File: config.mk
export PLATFORM = sky130hd
export DESIGN_NAME = lbnl_pixel_tot_counter
export DESIGN_NICKNAME = d
export VERILOG_FILES = /design/src/rtl/lbnl_hit_pkg.sv /design/src/rtl/lbnl_hit_fifo.sv /design/src/rtl/lbnl_pixel_tot_counter.sv
export SDC_FILE = /design/constraint.sdc
export NUM_CORES = 1
export LEC_CHECK = 0
export ABC_CLOCK_PERIOD_IN_PS = 2300
export BUFFER_PORTS_ARGS = -buffer_cell sky130_fd_sc_hd__buf_2
export CAP_MARGIN = 20
export CORE_ASPECT_RATIO = 1.75
export CORE_MARGIN = 8
export CORE_UTILIZATION = 53
export CTS_BUF_LIST = sky130_fd_sc_hd__clkbuf_8
export CTS_CLUSTER_DIAMETER = 50
export DETAILED_ROUTE_END_ITERATION = 7
export PLACE_DENSITY = 0.78
export REMOVE_ABC_BUFFERS = 1
export SETUP_SLACK_MARGIN = 0.2
export SLEW_MARGIN = 5
export SYNTH_ARGS = -nofsm -noshare
export SYNTH_HDL_FRONTEND = slang
export SYNTH_HIERARCHICAL = 1
export SYNTH_SLANG_ARGS = --single-unit
File: constraint.sdc
create_clock -name CLK -period 2.3 [get_ports CLK]
set_input_delay 0.46 -clock CLK [delete_from_list [all_inputs] [get_ports CLK]]
set_output_delay 0.46 -clock CLK [all_outputs]
set_load 0.03 [all_outputs]
File: src/rtl/lbnl_hit_pkg.sv
// Shared types for the LBNL pixel ToT counter.
// The hit record layout (ToT and BCID widths) is defined here. Every module
// that stores or moves hit records picks its widths up from this package.
//   HIT_TOT_W : ToT field width; the all-ones code means overflow
//   HIT_TS_W  : BCID timestamp width
//   hit_t     : one queued hit {tot, ts}
//   tot_state_e : ToT measurement FSM states

package lbnl_hit_pkg;

    localparam int HIT_TOT_W = 4;
    localparam int HIT_TS_W  = 9;

    localparam logic [HIT_TOT_W-1:0] TOT_OVF = '1;

    typedef struct packed {
        logic [HIT_TOT_W-1:0] tot;
        logic [HIT_TS_W-1:0]  ts;
    } hit_t;

    typedef enum logic {
        IDLE  = 1'b0,
        COUNT = 1'b1
    } tot_state_e;

endpackage

File: src/rtl/lbnl_hit_fifo.sv
// First-word-fall-through FIFO of hit records.
// The head record is visible on data_o whenever empty_o is low. A push into a
// full FIFO is accepted when a pop happens in the same cycle, because the pop
// frees the slot the push needs. A push into a full FIFO without a pop is
// ignored; the parent module counts it as a drop.
// Ports:
//   clk     in   clock
//   rst     in   synchronous active-high reset; empties the FIFO
//   push_i  in   write data_i this cycle
//   data_i  in   record to write
//   pop_i   in   remove the head record this cycle (ignored when empty)
//   data_o  out  head record, or zero when empty
//   full_o  out  all DEPTH entries occupied
//   empty_o out  no entries

module lbnl_hit_fifo
    import lbnl_hit_pkg::*;
#(
    parameter int DEPTH = 2
) (
    input  logic clk,
    input  logic rst,
    input  logic push_i,
    input  hit_t data_i,
    input  logic pop_i,
    output hit_t data_o,
    output logic full_o,
    output logic empty_o
);

    localparam int AW = $clog2(DEPTH);

    hit_t          mem_q [DEPTH];
    logic [AW:0]   wr_ptr_q;
    logic [AW:0]   rd_ptr_q;
    logic          pop_ok;
    logic          push_ok;

    // The extra pointer bit distinguishes full from empty when the indices match.
    assign empty_o = (wr_ptr_q == rd_ptr_q);
    assign full_o  = (wr_ptr_q[AW] != rd_ptr_q[AW]) &&
                     (wr_ptr_q[AW-1:0] == rd_ptr_q[AW-1:0]);

    assign pop_ok  = pop_i && !empty_o;
    assign push_ok = push_i && (!full_o || pop_ok);

    // Gating the head with empty keeps the outputs at zero out of reset and
    // after the last pop.
    assign data_o = empty_o ? '0 : mem_q[rd_ptr_q[AW-1:0]];

    always_ff @(posedge clk) begin
        if (rst) begin
            wr_ptr_q <= '0;
            rd_ptr_q <= '0;
        end else begin
            if (push_ok) begin
                wr_ptr_q <= wr_ptr_q + 1'b1;
            end
            if (pop_ok) begin
                rd_ptr_q <= rd_ptr_q + 1'b1;
            end
        end
    end

    always_ff @(posedge clk) begin
        if (push_ok) begin
            mem_q[wr_ptr_q[AW-1:0]] <= data_i;
        end
    end

endmodule

File: src/rtl/lbnl_pixel_tot_counter.sv
// Digital back end of one LBNL linear front-end pixel.
// Synchronises the active-low discriminator output, measures Time-over-Threshold
// in BX cycles, tags each hit with the BCID of its leading edge and queues it
// for the pixel-region readout.
//
//  state | meaning
//  IDLE  | waiting for a rising edge of act while EN is high
//  COUNT | pulse in progress, tot_q counting BX cycles with act high
//
// Ports:
//   CLK        in   BX clock
//   RESET      in   synchronous active-high reset
//   EN         in   pixel enable
//   outdis     in   discriminator output, low while above threshold, async
//   bcid_i     in   free-running BCID
//   hit_valid  out  head hit record available
//   hit_ready  in   consumer takes the head record when hit_valid && hit_ready
//   hit_tot    out  ToT of head record (all-ones = overflow)
//   hit_ts     out  leading-edge BCID of head record
//   busy       out  FSM is not IDLE
//   drop_cnt   out  hits lost to a full FIFO, saturating
// Record widths come from lbnl_hit_pkg.

module lbnl_pixel_tot_counter
    import lbnl_hit_pkg::*;
#(
    parameter int SYNC_STAGES = 2,
    parameter int FIFO_DEPTH  = 2,
    parameter int DROP_W      = 8
) (
    input  logic                 CLK,
    input  logic                 RESET,
    input  logic                 EN,
    input  logic                 outdis,
    input  logic [HIT_TS_W-1:0]  bcid_i,
    output logic                 hit_valid,
    input  logic                 hit_ready,
    output logic [HIT_TOT_W-1:0] hit_tot,
    output logic [HIT_TS_W-1:0]  hit_ts,
    output logic                 busy,
    output logic [DROP_W-1:0]    drop_cnt
);

    logic [SYNC_STAGES-1:0] sync_q;
    logic [SYNC_STAGES-1:0] flush_q;
    logic                   armed_q;
    logic                   act;
    logic                   act_q;
    logic                   act_rise;

    tot_state_e             state_q;
    logic [HIT_TOT_W-1:0]   tot_q;
    logic [HIT_TS_W-1:0]    ts_q;

    logic                   push;
    logic                   pop;
    logic                   fifo_full;
    logic                   fifo_empty;
    hit_t                   push_rec;
    hit_t                   head_rec;

    logic [DROP_W-1:0]      drop_q;
    logic [DROP_W-1:0]      drop_d;

    // Synchroniser flops reset to the idle (high) level of outdis.
    // flush_q tracks when the chain holds only post-reset samples, so a pulse
    // already in progress across reset cannot be taken as a fresh edge: act
    // must first be seen low from real samples before arming.
    always_ff @(posedge CLK) begin
        if (RESET) begin
            sync_q  <= '1;
            flush_q <= '0;
            armed_q <= 1'b0;
            act_q   <= 1'b0;
        end else begin
            sync_q  <= {sync_q[SYNC_STAGES-2:0], outdis};
            flush_q <= {flush_q[SYNC_STAGES-2:0], 1'b1};
            armed_q <= armed_q | (flush_q[SYNC_STAGES-1] & ~act);
            act_q   <= act;
        end
    end

    assign act      = ~sync_q[SYNC_STAGES-1];
    assign act_rise = act && !act_q && armed_q;

    always_ff @(posedge CLK) begin
        if (RESET) begin
            state_q <= IDLE;
            tot_q   <= '0;
            ts_q    <= '0;
        end else begin
            case (state_q)
                IDLE: begin
                    if (EN && act_rise) begin
                        ts_q    <= bcid_i;
                        tot_q   <= {{(HIT_TOT_W-1){1'b0}}, 1'b1};
                        state_q <= COUNT;
                    end
                end
                COUNT: begin
                    if (!EN) begin
                        state_q <= IDLE;
                    end else if (act) begin
                        if (tot_q != TOT_OVF) begin
                            tot_q <= tot_q + 1'b1;
                        end
                    end else begin
                        state_q <= IDLE;
                    end
                end
                default: state_q <= IDLE;
            endcase
        end
    end

    // The record is written on the same edge the FSM sees the trailing edge.
    assign push     = (state_q == COUNT) && EN && !act;
    assign push_rec = '{tot: tot_q, ts: ts_q};
    assign pop      = hit_valid && hit_ready;

    lbnl_hit_fifo #(
        .DEPTH (FIFO_DEPTH)
    ) u_fifo (
        .clk     (CLK),
        .rst     (RESET),
        .push_i  (push),
        .data_i  (push_rec),
        .pop_i   (pop),
        .data_o  (head_rec),
        .full_o  (fifo_full),
        .empty_o (fifo_empty)
    );

    always_comb begin
        drop_d = drop_q;
        if (push && fifo_full && !pop && (drop_q != '1)) begin
            drop_d = drop_q + 1'b1;
        end
    end

    always_ff @(posedge CLK) begin
        if (RESET) begin
            drop_q <= '0;
        end else begin
            drop_q <= drop_d;
        end
    end

    assign hit_valid = !fifo_empty;
    assign hit_tot   = head_rec.tot;
    assign hit_ts    = head_rec.ts;
    assign busy      = (state_q != IDLE);
    assign drop_cnt  = drop_q;

endmodule

==> metrics.yaml <==
outcome:
  status: "finished clean"
critical_path:
  arrival_ns: 1.50
  start_kind: "flop"
  cp_cell_sequence: "xor2_2, nor2_2, buf_4, nor2_1, buf_2"
  end_kind: "output port"
  slowest_stage: "dfxtp_2"
  cp_top_family: "flip-flops"
  rr_worst_depth: 7
  reg2reg_to: "u_fifo/mem_q[1][6]"
  required_ns: 1.84
  critPathMaxStageDelay_ns: 0.39
  critical_path.max_fanout: 14
  crit_type: "flop to output port"
  cp_num_buf_inv: 2
  r2r_start: "u_fifo/wr_ptr_q[1]"
  rrSetupSlack_ns: 0.40
layout:
  final-seq-area_mm2: 0.00145
  layout_commonest_cell: "buf_2"
  area_delta_synth_final_pct: 18.1
  finalNetCount: 272
  drive_gt1_frac: 0.268
  fill_cells: 390
  num_antenna_cells: 0
  final_util: 0.637
  postLayoutCellArea_mm2: 0.00294
  multiInputGateArea_um2: 971
  final_cell_mix: "buf_2, nor2_1, dfxtp_1"
clock_tree:
  clock_latency_ns: 0.33
  clockBufferDepth: 2
  path_clk_slew_ns: 0.06
  root_buffer: "clkbuf_8"
  cts.sinks: 59
  holdBufCountCts: 0
  h-tree-depth: 3
  cts_tree: "built"
  cts_buffers: 9
yosys:
  synth_edf_count: 26
  syn-cell-area_mm2: 0.00249
  synthCells: 216
  async_flop_share: 0
  postSynthAreaPerCell_um2: 11.5
  synthTopCellsByArea: "edfxtp_1, dfxtp_1, mux2i_1"
  synth-seq-cells: 59
  synth_cell_types: 50
  ys.flop_type: "dfxtp_1"
  yosysSeqAreaShare: 0.578
  synth_top_area_frac: 0.313
  synth_top_area_cell: "edfxtp_1"
  ys_warn_count: 6
grt:
  grt_pass1_wl_um: 7670
  overflow: 0
  grt_usage: 0.138
  antenna_found_initial: 0
  grt_max_degree: 33
  grt_pass1_vias: 1737
min_path:
  holdPathEnd: "sync_q[0]"
  hold_path.class: "input port to flop"
  min_delay_path_depth: 2
  hold_start: "outdis"
placement:
  dp_slack_ns: 0.302
  placed_cell_area_mm2: 0.00269
  io_buffer_count: 36
  dpl.hpwl_um: 3100
  routabilityCongestion: 0.768
routing:
  drt_wl_total_um: 4530
  post-route-drc-count: 0
  drt-pass1-iter-count: 4
  vias_per_cell: 5.51
  detail_route.wl_per_cell_um: 14.5
  postRouteAntennaNets: 0
  vias: 1725
  drtIter0Drc: 49
die:
  rows: 33
  dieArea_mm2: 0.00724
  die_y_um: 107
  die_x_um: 67.8
  fp.coreArea_mm2: 0.00462
  io_pins: 37
  start_util: 0.539
flow_run:
  cap_violations: 0
pwr:
  power_density_mw_per_mm2: 753
  seq_power_share: 0.494
  power_mw: 2.22
  sw_frac_of_total: 0.181
  p_int_mw: 1.81
  power.static_leakage_nw: 1.13
  ir_drop_mv: 0.645
  pwr-share-comb: 0.015
  p_clk_frac: 0.491
  p_sw_mw: 0.402
timing:
  drv_slew: 0
  relSlewSlack: 0.630
  period_share: 0.854
  fin_ws_ns: 0.335
  fin_crit_ns: 1.96
  hold_ws_ns: 0.310
  hold_viol_final: 0
  setup_viol: 0
  rsz0062_at_grt: "false"
  finClkSkew_ns: 0.00766
  clock.fmax_mhz: 509
  worst_pin_slew_ns: 0.555
## synth_stat cells, types with 4 or more instances
cell type and number:
dfxtp_1 33, nor2_1 32, edfxtp_1 26, mux2i_1 26, a21oi_1 12, nand2_1 9
nor2b_1 6, a31oi_1 4, clkbuf_1 4, nand3_1 4
## power groups by stage
stage / logic (mW) / registers [mW] / clock network (mW)
floorplan: 0.0124 / 1.12 / 0
global placement: 0.0341 / 1.12 / 0
detailed placement: 0.0340 / 1.12 / 0
CTS: 0.0344 / 1.10 / 1.10
global route: 0.0375 / 1.10 / 1.15
finish: 0.0335 / 1.10 / 1.09
## logic make-up after synthesis
family,synth area share
adder cells (fa/ha/maj),0.0100
flip-flops,0.578
buffers and inverters,0.0351
AND/OR/NAND/NOR,0.171
AO/OA/AOI/OAI,0.0828
XOR/XNOR,0.0136
multiplexers,0.109
## sequential cells by signal, indices dropped and copies added (netlist names), named ones only
name             cells
armed_q              1
drop_cnt             8
act_q                1
ts_q                 9
u_fifo/mem_q        26
flush_q              2
sync_q               2
u_fifo/rd_ptr_q      2
tot_q                4
busy                 1
u_fifo/wr_ptr_q      2
## routing by layer
metal,wire length [um],up-vias,global-route usage
li1,-,860,-
met1,1810,817,0.133
met2,2380,41,0.243
met3,258,7,0.0491
met4,85,0,0.0707
met5,0,-,0
## through the flow
step	TNS [ns]	instances
floorplan	-0.712	204
global route	0	313
detailed placement	0	296
finish	0	313
global placement	0	296
CTS	0	313
## worst max-delay path by stage
stage | slack [ns] | cells after the start | start | endpoint
3_3_place_gp | 0.36 | 7 | u_fifo/rd_ptr_q[1] | u_fifo/mem_q[1][9]
5_1_grt | 0.23 | 5 | u_fifo/rd_ptr_q[0] | hit_tot[0]
6_report | 0.34 | 5 | u_fifo/wr_ptr_q[1] | hit_tot[0]
2_1_floorplan | -0.05 | 6 | u_fifo/rd_ptr_q[1] | u_fifo/mem_q[1][0]
3_5_place_dp | 0.30 | 7 | u_fifo/rd_ptr_q[1] | u_fifo/mem_q[1][11]
4_1_cts | 0.23 | 5 | u_fifo/wr_ptr_q[1] | hit_tot[0]
## timing repair
| action | 4_1_cts | 5_1_grt |
|---|---|---|
| setup buffers | 1 | 0 |
| hold endpoints to repair | 0 | 0 |
| pin swaps | 1 | 0 |
| resized for setup | 2 | 3 |
| endpoints found under the setup margin | 1 | 24 |
## cell type report
cell class,count,share of cell area
clock buffer,9,0.0421
multi-input combinational,142,0.330
inverter,3,0.00382
sequential,59,0.491
tap,52,0.0221
clock inverter,7,0.0370
timing repair buffer,41,0.0739
No activity file was read; power rests on OpenSTA's default activity.
